$ cat config.mk
export PLATFORM = sky130hd
export DESIGN_NAME = mantissa_aligner_flat
export DESIGN_NICKNAME = d
export VERILOG_FILES = /design/src/rtl/mantissa_aligner_pkg.sv /design/src/rtl/mantissa_aligner_if.sv /design/src/rtl/mantissa_aligner_step.sv /design/src/rtl/mantissa_aligner.sv /design/src/flat_wrapper.sv
export SDC_FILE = /design/constraint.sdc
export NUM_CORES = 1
export LEC_CHECK = 0
export CORE_MARGIN = 1.5
export CORE_UTILIZATION = 42
export DETAILED_ROUTE_END_ITERATION = 8
export PLACE_DENSITY = 0.75
export SYNTH_ARGS = -nofsm -noshare
export SYNTH_HDL_FRONTEND = slang
export SYNTH_SLANG_ARGS = --single-unit
$ cat constraint.sdc
create_clock -name clk -period 2.24 [get_ports clk]
set_input_delay 0.336 -clock clk [delete_from_list [all_inputs] [get_ports clk]]
set_output_delay 0.336 -clock clk [all_outputs]
set_load 0.005 [all_outputs]
$ cat src/rtl/mantissa_aligner_pkg.sv
// mantissa_aligner_pkg: shared FP alignment widths, state encoding and shift clamp
package mantissa_aligner_pkg;
    localparam int EXP_W  = 8;
    localparam int MANT_W = 26;
    localparam int STEP   = 4;
    localparam int CNT_W  = $clog2(MANT_W + 1);
    localparam int SW     = $clog2(STEP + 1);
    typedef enum logic [1:0] {IDLE, SHIFT, DONE} state_e;
    // Negative difference shifts nothing; anything past MANT_W already flushes the mantissa
    function automatic logic [CNT_W-1:0] shift_amt(input logic [EXP_W:0] d);
        return d[EXP_W] ? '0 : (d >= (EXP_W+1)'(MANT_W)) ? CNT_W'(MANT_W) : d[CNT_W-1:0];
    endfunction
endpackage

$ cat src/rtl/mantissa_aligner_if.sv
// mantissa_aligner_if: operand input and aligned-result output handshakes
interface mantissa_aligner_if;
    import mantissa_aligner_pkg::*;
    logic              in_valid, in_ready, out_valid, out_ready, sticky, err;
    logic [EXP_W-1:0]  exp_shift, exp_out, exp_res;
    logic [MANT_W-1:0] mantis_shift, mantis_out, mantis_aligned, mantis_big;
    modport master(output in_valid, exp_shift, exp_out, mantis_shift, mantis_out, out_ready,
                   input in_ready, out_valid, mantis_aligned, mantis_big, exp_res, sticky, err);
    modport slave(input in_valid, exp_shift, exp_out, mantis_shift, mantis_out, out_ready,
                  output in_ready, out_valid, mantis_aligned, mantis_big, exp_res, sticky, err);
endinterface

$ cat src/rtl/mantissa_aligner_step.sv
// align_step: one combinational right shift of up to STEP bits, reporting dropped bits
module align_step
    import mantissa_aligner_pkg::*;
(
    input  logic [MANT_W-1:0] mant_i,
    input  logic [SW-1:0]     s_i,
    output logic [MANT_W-1:0] mant_o,
    output logic              drop_o
);
    logic [MANT_W-1:0] mask;
    assign mask   = ~({MANT_W{1'b1}} << s_i);
    assign mant_o = mant_i >> s_i;
    assign drop_o = |(mant_i & mask);
endmodule

$ cat src/rtl/mantissa_aligner.sv
// mantissa_aligner: multi-cycle right shift of the smaller mantissa with sticky accumulation
module mantissa_aligner
    import mantissa_aligner_pkg::*;
(
    input  logic               clk,
    input  logic               rst,
    mantissa_aligner_if.slave  io
);
    state_e            state_q, state_d;
    logic [MANT_W-1:0] shift_q, shift_d, big_q, big_d, step_mant;
    logic [EXP_W-1:0]  exp_q, exp_d;
    logic [CNT_W-1:0]  rem_q, rem_d;
    logic              sticky_q, sticky_d, err_q, err_d, step_drop;
    logic [EXP_W:0]    diff;
    logic [SW-1:0]     s;
    assign diff = {1'b0, io.exp_out} - {1'b0, io.exp_shift};
    assign s    = (rem_q < CNT_W'(STEP)) ? rem_q[SW-1:0] : SW'(STEP);
    align_step u_step (.mant_i(shift_q), .s_i(s), .mant_o(step_mant), .drop_o(step_drop));
    always_comb begin
        state_d  = state_q;
        shift_d  = shift_q;
        big_d    = big_q;
        exp_d    = exp_q;
        rem_d    = rem_q;
        sticky_d = sticky_q;
        err_d    = err_q;
        case (state_q)
            IDLE: if (io.in_valid) begin
                shift_d  = io.mantis_shift;
                big_d    = io.mantis_out;
                exp_d    = io.exp_out;
                rem_d    = shift_amt(diff);
                err_d    = diff[EXP_W];
                sticky_d = 1'b0;
                state_d  = SHIFT;
            end
            SHIFT: if (rem_q == '0) state_d = DONE;
                   else begin
                       shift_d  = step_mant;
                       sticky_d = sticky_q | step_drop;
                       rem_d    = rem_q - CNT_W'(s);
                   end
            DONE: state_d = io.out_ready ? IDLE : DONE;
            default: state_d = IDLE;
        endcase
    end
    always_ff @(posedge clk) begin
        if (rst) begin
            state_q  <= IDLE;
            shift_q  <= '0;
            big_q    <= '0;
            exp_q    <= '0;
            rem_q    <= '0;
            sticky_q <= 1'b0;
            err_q    <= 1'b0;
        end else begin
            state_q  <= state_d;
            shift_q  <= shift_d;
            big_q    <= big_d;
            exp_q    <= exp_d;
            rem_q    <= rem_d;
            sticky_q <= sticky_d;
            err_q    <= err_d;
        end
    end
    assign io.in_ready       = state_q == IDLE;
    assign io.out_valid      = state_q == DONE;
    assign io.mantis_aligned = {shift_q[MANT_W-1:1], shift_q[0] | sticky_q};
    assign io.mantis_big     = big_q;
    assign io.exp_res        = exp_q;
    assign io.sticky         = sticky_q;
    assign io.err            = err_q;
endmodule

$ cat src/flat_wrapper.sv
// flat-port wrapper written by rule: the top's interface ports become plain ports
module mantissa_aligner_flat import mantissa_aligner_pkg::*;
  (clk, rst, io_in_valid, io_exp_shift, io_exp_out, io_mantis_shift, io_mantis_out, io_out_ready, io_in_ready, io_out_valid, io_mantis_aligned, io_mantis_big, io_exp_res, io_sticky, io_err);
  mantissa_aligner_if io_i ();
  input  logic clk;
  input  logic rst;
  input wire logic [$bits(io_i.in_valid)-1:0] io_in_valid;
  input wire logic [$bits(io_i.exp_shift)-1:0] io_exp_shift;
  input wire logic [$bits(io_i.exp_out)-1:0] io_exp_out;
  input wire logic [$bits(io_i.mantis_shift)-1:0] io_mantis_shift;
  input wire logic [$bits(io_i.mantis_out)-1:0] io_mantis_out;
  input wire logic [$bits(io_i.out_ready)-1:0] io_out_ready;
  output wire logic [$bits(io_i.in_ready)-1:0] io_in_ready;
  output wire logic [$bits(io_i.out_valid)-1:0] io_out_valid;
  output wire logic [$bits(io_i.mantis_aligned)-1:0] io_mantis_aligned;
  output wire logic [$bits(io_i.mantis_big)-1:0] io_mantis_big;
  output wire logic [$bits(io_i.exp_res)-1:0] io_exp_res;
  output wire logic [$bits(io_i.sticky)-1:0] io_sticky;
  output wire logic [$bits(io_i.err)-1:0] io_err;
  assign io_i.in_valid = io_in_valid;
  assign io_i.exp_shift = io_exp_shift;
  assign io_i.exp_out = io_exp_out;
  assign io_i.mantis_shift = io_mantis_shift;
  assign io_i.mantis_out = io_mantis_out;
  assign io_i.out_ready = io_out_ready;
  assign io_in_ready = io_i.in_ready;
  assign io_out_valid = io_i.out_valid;
  assign io_mantis_aligned = io_i.mantis_aligned;
  assign io_mantis_big = io_i.mantis_big;
  assign io_exp_res = io_i.exp_res;
  assign io_sticky = io_i.sticky;
  assign io_err = io_i.err;
  mantissa_aligner u_core (.clk(clk), .rst(rst), .io(io_i));
endmodule
# Word-level counts from Yosys, hierarchy flattened
# Cells that the tools add are included.
# W data, S select, Z words.
# word_totals
register_bits,69
inputBits,72
out_inout_bits,64
# op_classes
add_sub_neg,2
n_lt_le_gt_ge,2
n_eq_ne,5
n_shift,2
mux,16
n_bitwise,4
reduce_logical,7
# op_table
op,n
$mux W26,2
$pmux W26 S2,1
$and A26 B26 Y26,1
$not A26 Y26,1
$reduce_or A26 Y1,1
$shl A26 B3 Y26 const A,1
$shr A26 B3 Y26,1
$mux W5,4
$pmux W5 S2,1
$ge A9 B5 Y1 const B,1
$sub A8 B8 Y9,1
$mux W2,3
$pmux W2 S3,1
$logic_not A5 Y1,1
$lt A5 B3 Y1 const B,1
$sub A5 B3 Y5,1
$ne A2 B2 Y1 const B,2
$reduce_and A2 Y1,2
$mux W3,1
$reduce_and A3 Y1,1
$eq A2 B1 Y1 const B,1
$eq A2 B2 Y1 const B,1
$logic_not A2 Y1,1
$mux W1,2
4 further kinds,5

# Logic depth before layout (Yosys ltp)
# Gate-level depths: netlist of the first run.
# logic_depth
word_depth,9
ltp_mapped,11
depth_no_buf,10

# Hierarchy
# From an unflattened synthesis of the first run, not the netlist that was laid out.
# unflattened
cells_unflattened,538
hier_area_um2,4349.2
# modules_own_cells
module,instances,cells_each,area_each_um2,seq_area_each_um2
mantissa_aligner,1,443,3440.8,1381.3
align_step,1,95,908.4,0.0

# Worst setup path before layout of the first run
# OpenSTA, ideal clock, no wires.
# synth_timing
kind,input port to flip-flop
from,input io_exp_out[0]
to,register u_core.rem_q[2]
t_arrival_ns,2.265
slack_ns,-0.103
path_stages,10
n_path_buf,0
path_cell_list,inv_1 ha_1 inv_1 fa_1 a21o_1 a221oi_1 xnor2_1 o211ai_1 o311a_1 nor3_1
# synth_via
elab_chain_len,6
# synth_rtl
element,line,source
from (decl),flat_wrapper.sv:9,input wire logic [$bits(io_i.exp_out)-1:0] io_exp_out;
$sub A8 B8 Y9 *,mantissa_aligner.sv:16,"assign diff = {1'b0, io.exp_out} - {1'b0, io.exp_shift};"
$ge A9 B5 Y1,mantissa_aligner_pkg.sv:11,return d[EXP_W] ? '0 : (d >= (EXP_W+1)'(MANT_W)) ? CNT_W'(MANT_W) : d[CNT_W-1:0];
$mux W5,mantissa_aligner_pkg.sv:11,
$mux W5 *,mantissa_aligner_pkg.sv:11,
$mux W5 *,mantissa_aligner.sv:28,IDLE: if (io.in_valid) begin
$pmux W5 S2 *,mantissa_aligner.sv:27,case (state_q)
to (signal assigned),mantissa_aligner.sv:61,rem_q <= rem_d;
to (decl),mantissa_aligner.sv:12,"logic [CNT_W-1:0] rem_q, rem_d;"
# Every way passes the cells marked *; elsewhere a longest branch is shown, timed or not. The select of a mux whose other input is x is not followed.
# A chain may end at the register's enable or synchronous reset.

# Worst setup path after layout of the first run
# layout_timing
from,input io_exp_shift[2]
to,register u_core.rem_q[2]
# layout_via
elab_chain_len,6
# layout_rtl
element,line,source
from (decl),flat_wrapper.sv:8,input wire logic [$bits(io_i.exp_shift)-1:0] io_exp_shift;
$sub A8 B8 Y9 *,mantissa_aligner.sv:16,
$ge A9 B5 Y1,mantissa_aligner_pkg.sv:11,
$mux W5,mantissa_aligner_pkg.sv:11,
$mux W5 *,mantissa_aligner_pkg.sv:11,
$mux W5 *,mantissa_aligner.sv:28,
$pmux W5 S2 *,mantissa_aligner.sv:27,
# Marks and branches as above.

==> metrics.yaml, run 1 <==
report.final.slew_viol_count: 0
ir_drop_mv: 0.423
hold_class: "in -> reg"
syn_area_um2: 4090
crit_family: "compound AO/OA/AOI/OAI gates"
ant_nets: 0
drt_pre_antenna_iters: 4
placed_area_um2: 5670
wl_met2_mm: 5.92
dpl.hpwl_mm: 9.19
crit_buf_inv: 3
clk_root_buffer_cell: "clkbuf_8"
diodes: 0
syn2layout_area_growth_pct: 44.0
grtUsageTotal: 0.242
synth_cell_type_count: 58
netlist_top_cells_area: "dfxtp_1 (34%), a22o_1 (7.3%), mux2i_1 (5.4%)"
grt_pass1_vias: 4206
layout_common_cells: "clkdlybuf4s50_1 (132), dfxtp_1 (69), buf_4 (55)"
cts_tree: "done"
worstPathMaxFanout: 3
postCtsHoldBufs: 0
synth_edf_count: 0
cts.sinks: 69
ys_seq_area_frac: 0.338
chipWidth_um: 102
max_freq_ghz: 0.465
p_leak_nw: 2.35
cts_buffers: 9
syn_nets: 567
grt-ovfl-total: 0
initial_core_util: 0.439
met3_length_mm: 1.19
cp-start-kind: "input port"
outcome: "finished, final reports clean"
setup_viol: 0
max_stage_delay_ps: 450
fin_util: 0.632
rsz0062_at_grt: "true"
fill_cells: 817
io_pins: 136
grt_start_max_net_pins: 28
synthFlopType: "dfxtp_1"
critical_path_required_ps: 2520
crit_arrival_ps: 2430
layout_commonest_cell: "clkdlybuf4s50_1"
wl_met1_mm: 5.10
drt_drc_violations_left: 0
core_region_area_um2: 9330
antenna_found_initial: 0
cp-end-kind: "flip-flop"
yosysWarnings: 0
cts_max_level: 3
finalCritPeriodShare: 0.960
synthArstFlopShare: 0
synth_seq_cells: 69
hold_violations: 0
fin_skew_ps: 15.4
multi_input_area_um2: 2330
dr.max_layer_used: "met4"
place_congestion: 0.906
fp.dieH_um: 102
critPathKind: "in -> reg"
post_drt_wl_per_cell_um: 16.4
worstPathCellList: "clkdlybuf4s50_1, inv_1, ha_1, buf_4, a21oi_1, a21bo_2, xor2_1, and2_1, o311a_1, nor3_1"
io_buffer_count: 135
syn_area_per_cell_um2: 8.45
ctsLongestPathBuffers: 2
yosys.area.top_type: "dfxtp_1"
min_period_ps: 2150
reg2reg_slack_ps: 110
insertion_delay_ps: 360
die_area_um2: 10300
regArea_um2: 1380
drv_cap: 0
drive_above_1_share: 0.158
vias_per_cell: 5.62
grt_pass1_wl_mm: 20.0
rows: 35
clk_pin_slew_worst_paths_ps: 80
power_density_nw_per_um2: 844
fin_nets: 706
final_area_um2: 5890
routed_wirelength_mm: 12.4
slowest_stage: "clkdlybuf4s50_1"
vias: 4258
synthesis.instances: 484
synth_top_area_share: 0.338
drt_iter0_drc: 231
## registers in the layout, indices dropped and copies added (netlist names)
name,cells
u_core.io.err,1
u_core.io.exp_res,8
u_core.io.mantis_big,26
u_core.io.sticky,1
u_core.rem_q,5
u_core.shift_q,26
u_core.state_q,2
## area by class of cell
type,instances,area share
Clock buffer,9,0.0210
Clock inverter,7,0.0106
Inverter,13,0.00828
Multi-Input combinational cell,339,0.395
Sequential cell,69,0.234
Tap cell,129,0.0274
Timing Repair Buffer,191,0.303
## logic make-up after synthesis
group                      after synthesis  synth area share
DFF                                     69             0.338
muxes                                   24            0.0593
and+or+nand+nor                        152             0.185
buffers and inverters                   76             0.107
other                                    1          0.000917
AOI/OAI and AO/OA                      146             0.265
adders and majority gates               11            0.0355
xor gates and xnor gates                 5            0.0107
## where the power goes
group	switching [mW]	internal, mW	leakage, nW
clock network	0.571	0.425	0.0927
logic	1.12	1.15	1.69
registers	0.267	1.44	0.569
total	1.96	3.01	2.35
## cell usage after synthesis, types with 10 or more instances
cell type  count
inv_1         13
a21oi_1       35
buf_2         10
o21ai_0       13
nand2_1       42
ha_1          10
nor2_1        40
dfxtp_1       69
clkbuf_1      20
a211oi_1      19
a22o_1        34
buf_4         27
nor3_1        17
mux2i_1       22
## routing by layer
layer  track usage  vias up
li1              -     2042
met1         0.296     1991
met2         0.394      197
met3        0.0849       28
met4        0.0833        0
met5             0        -
## what timing repair did
item                       in CTS  in global routing
hold endpoints to repair        0                  0
gates resized for setup         6                  6
pin swaps                       8                  1
setup buffers                   1                  0
setup endpoints to repair       6                  3
## path summary, 6_finish.rpt
check | cells past startpoint | from | endpoint
max | 10 | io_exp_shift[2] | u_core.rem_q[2]$_SDFFE_PP0P_
min | 2 | io_exp_out[0] | u_core.io.exp_res[0]$_SDFFE_PP0P_
max reg2reg | 6 | u_core.rem_q[2]$_SDFFE_PP0P_ | u_core.shift_q[19]$_SDFFE_PP0P_
min reg2reg | 1 | u_core.io.err$_SDFFE_PP0P_ | u_core.io.err$_SDFFE_PP0P_
## stage by stage
| stage | std cells | worst slack, ps | hold slack, ps | power [mW] | TNS [ps] |
|---|---|---|---|---|---|
| floorplan | 484 | 22.6 | 451 | 3.06 | 0 |
| global placement | 740 | -453 | 442 | 3.89 | -2300 |
| detailed placement | 740 | -509 | 444 | 3.94 | -2650 |
| CTS | 757 | 2.41 | 345 | 4.94 | 0 |
| global route | 757 | -11.2 | 371 | 5.26 | -11.2 |
| finish | 757 | 88.6 | 356 | 4.97 | 0 |
(Power assumes the default switching activity.)
==> inputs of run 2 (changes only) <==
--- a/config.mk
+++ b/config.mk
@@ -7,7 +7,10 @@
 export LEC_CHECK = 0
 export CORE_MARGIN = 1.5
 export CORE_UTILIZATION = 42
+export CTS_BUF_LIST = sky130_fd_sc_hd__clkbuf_8 sky130_fd_sc_hd__clkbuf_16
+export CTS_CLUSTER_DIAMETER = 200
 export DETAILED_ROUTE_END_ITERATION = 8
+export HOLD_SLACK_MARGIN = 0.1
 export PLACE_DENSITY = 0.75
 export SYNTH_ARGS = -nofsm -noshare
 export SYNTH_HDL_FRONTEND = slang
==> results of run 2 <==
No change in the layout: final DEF, timing and power equal those of run 1.
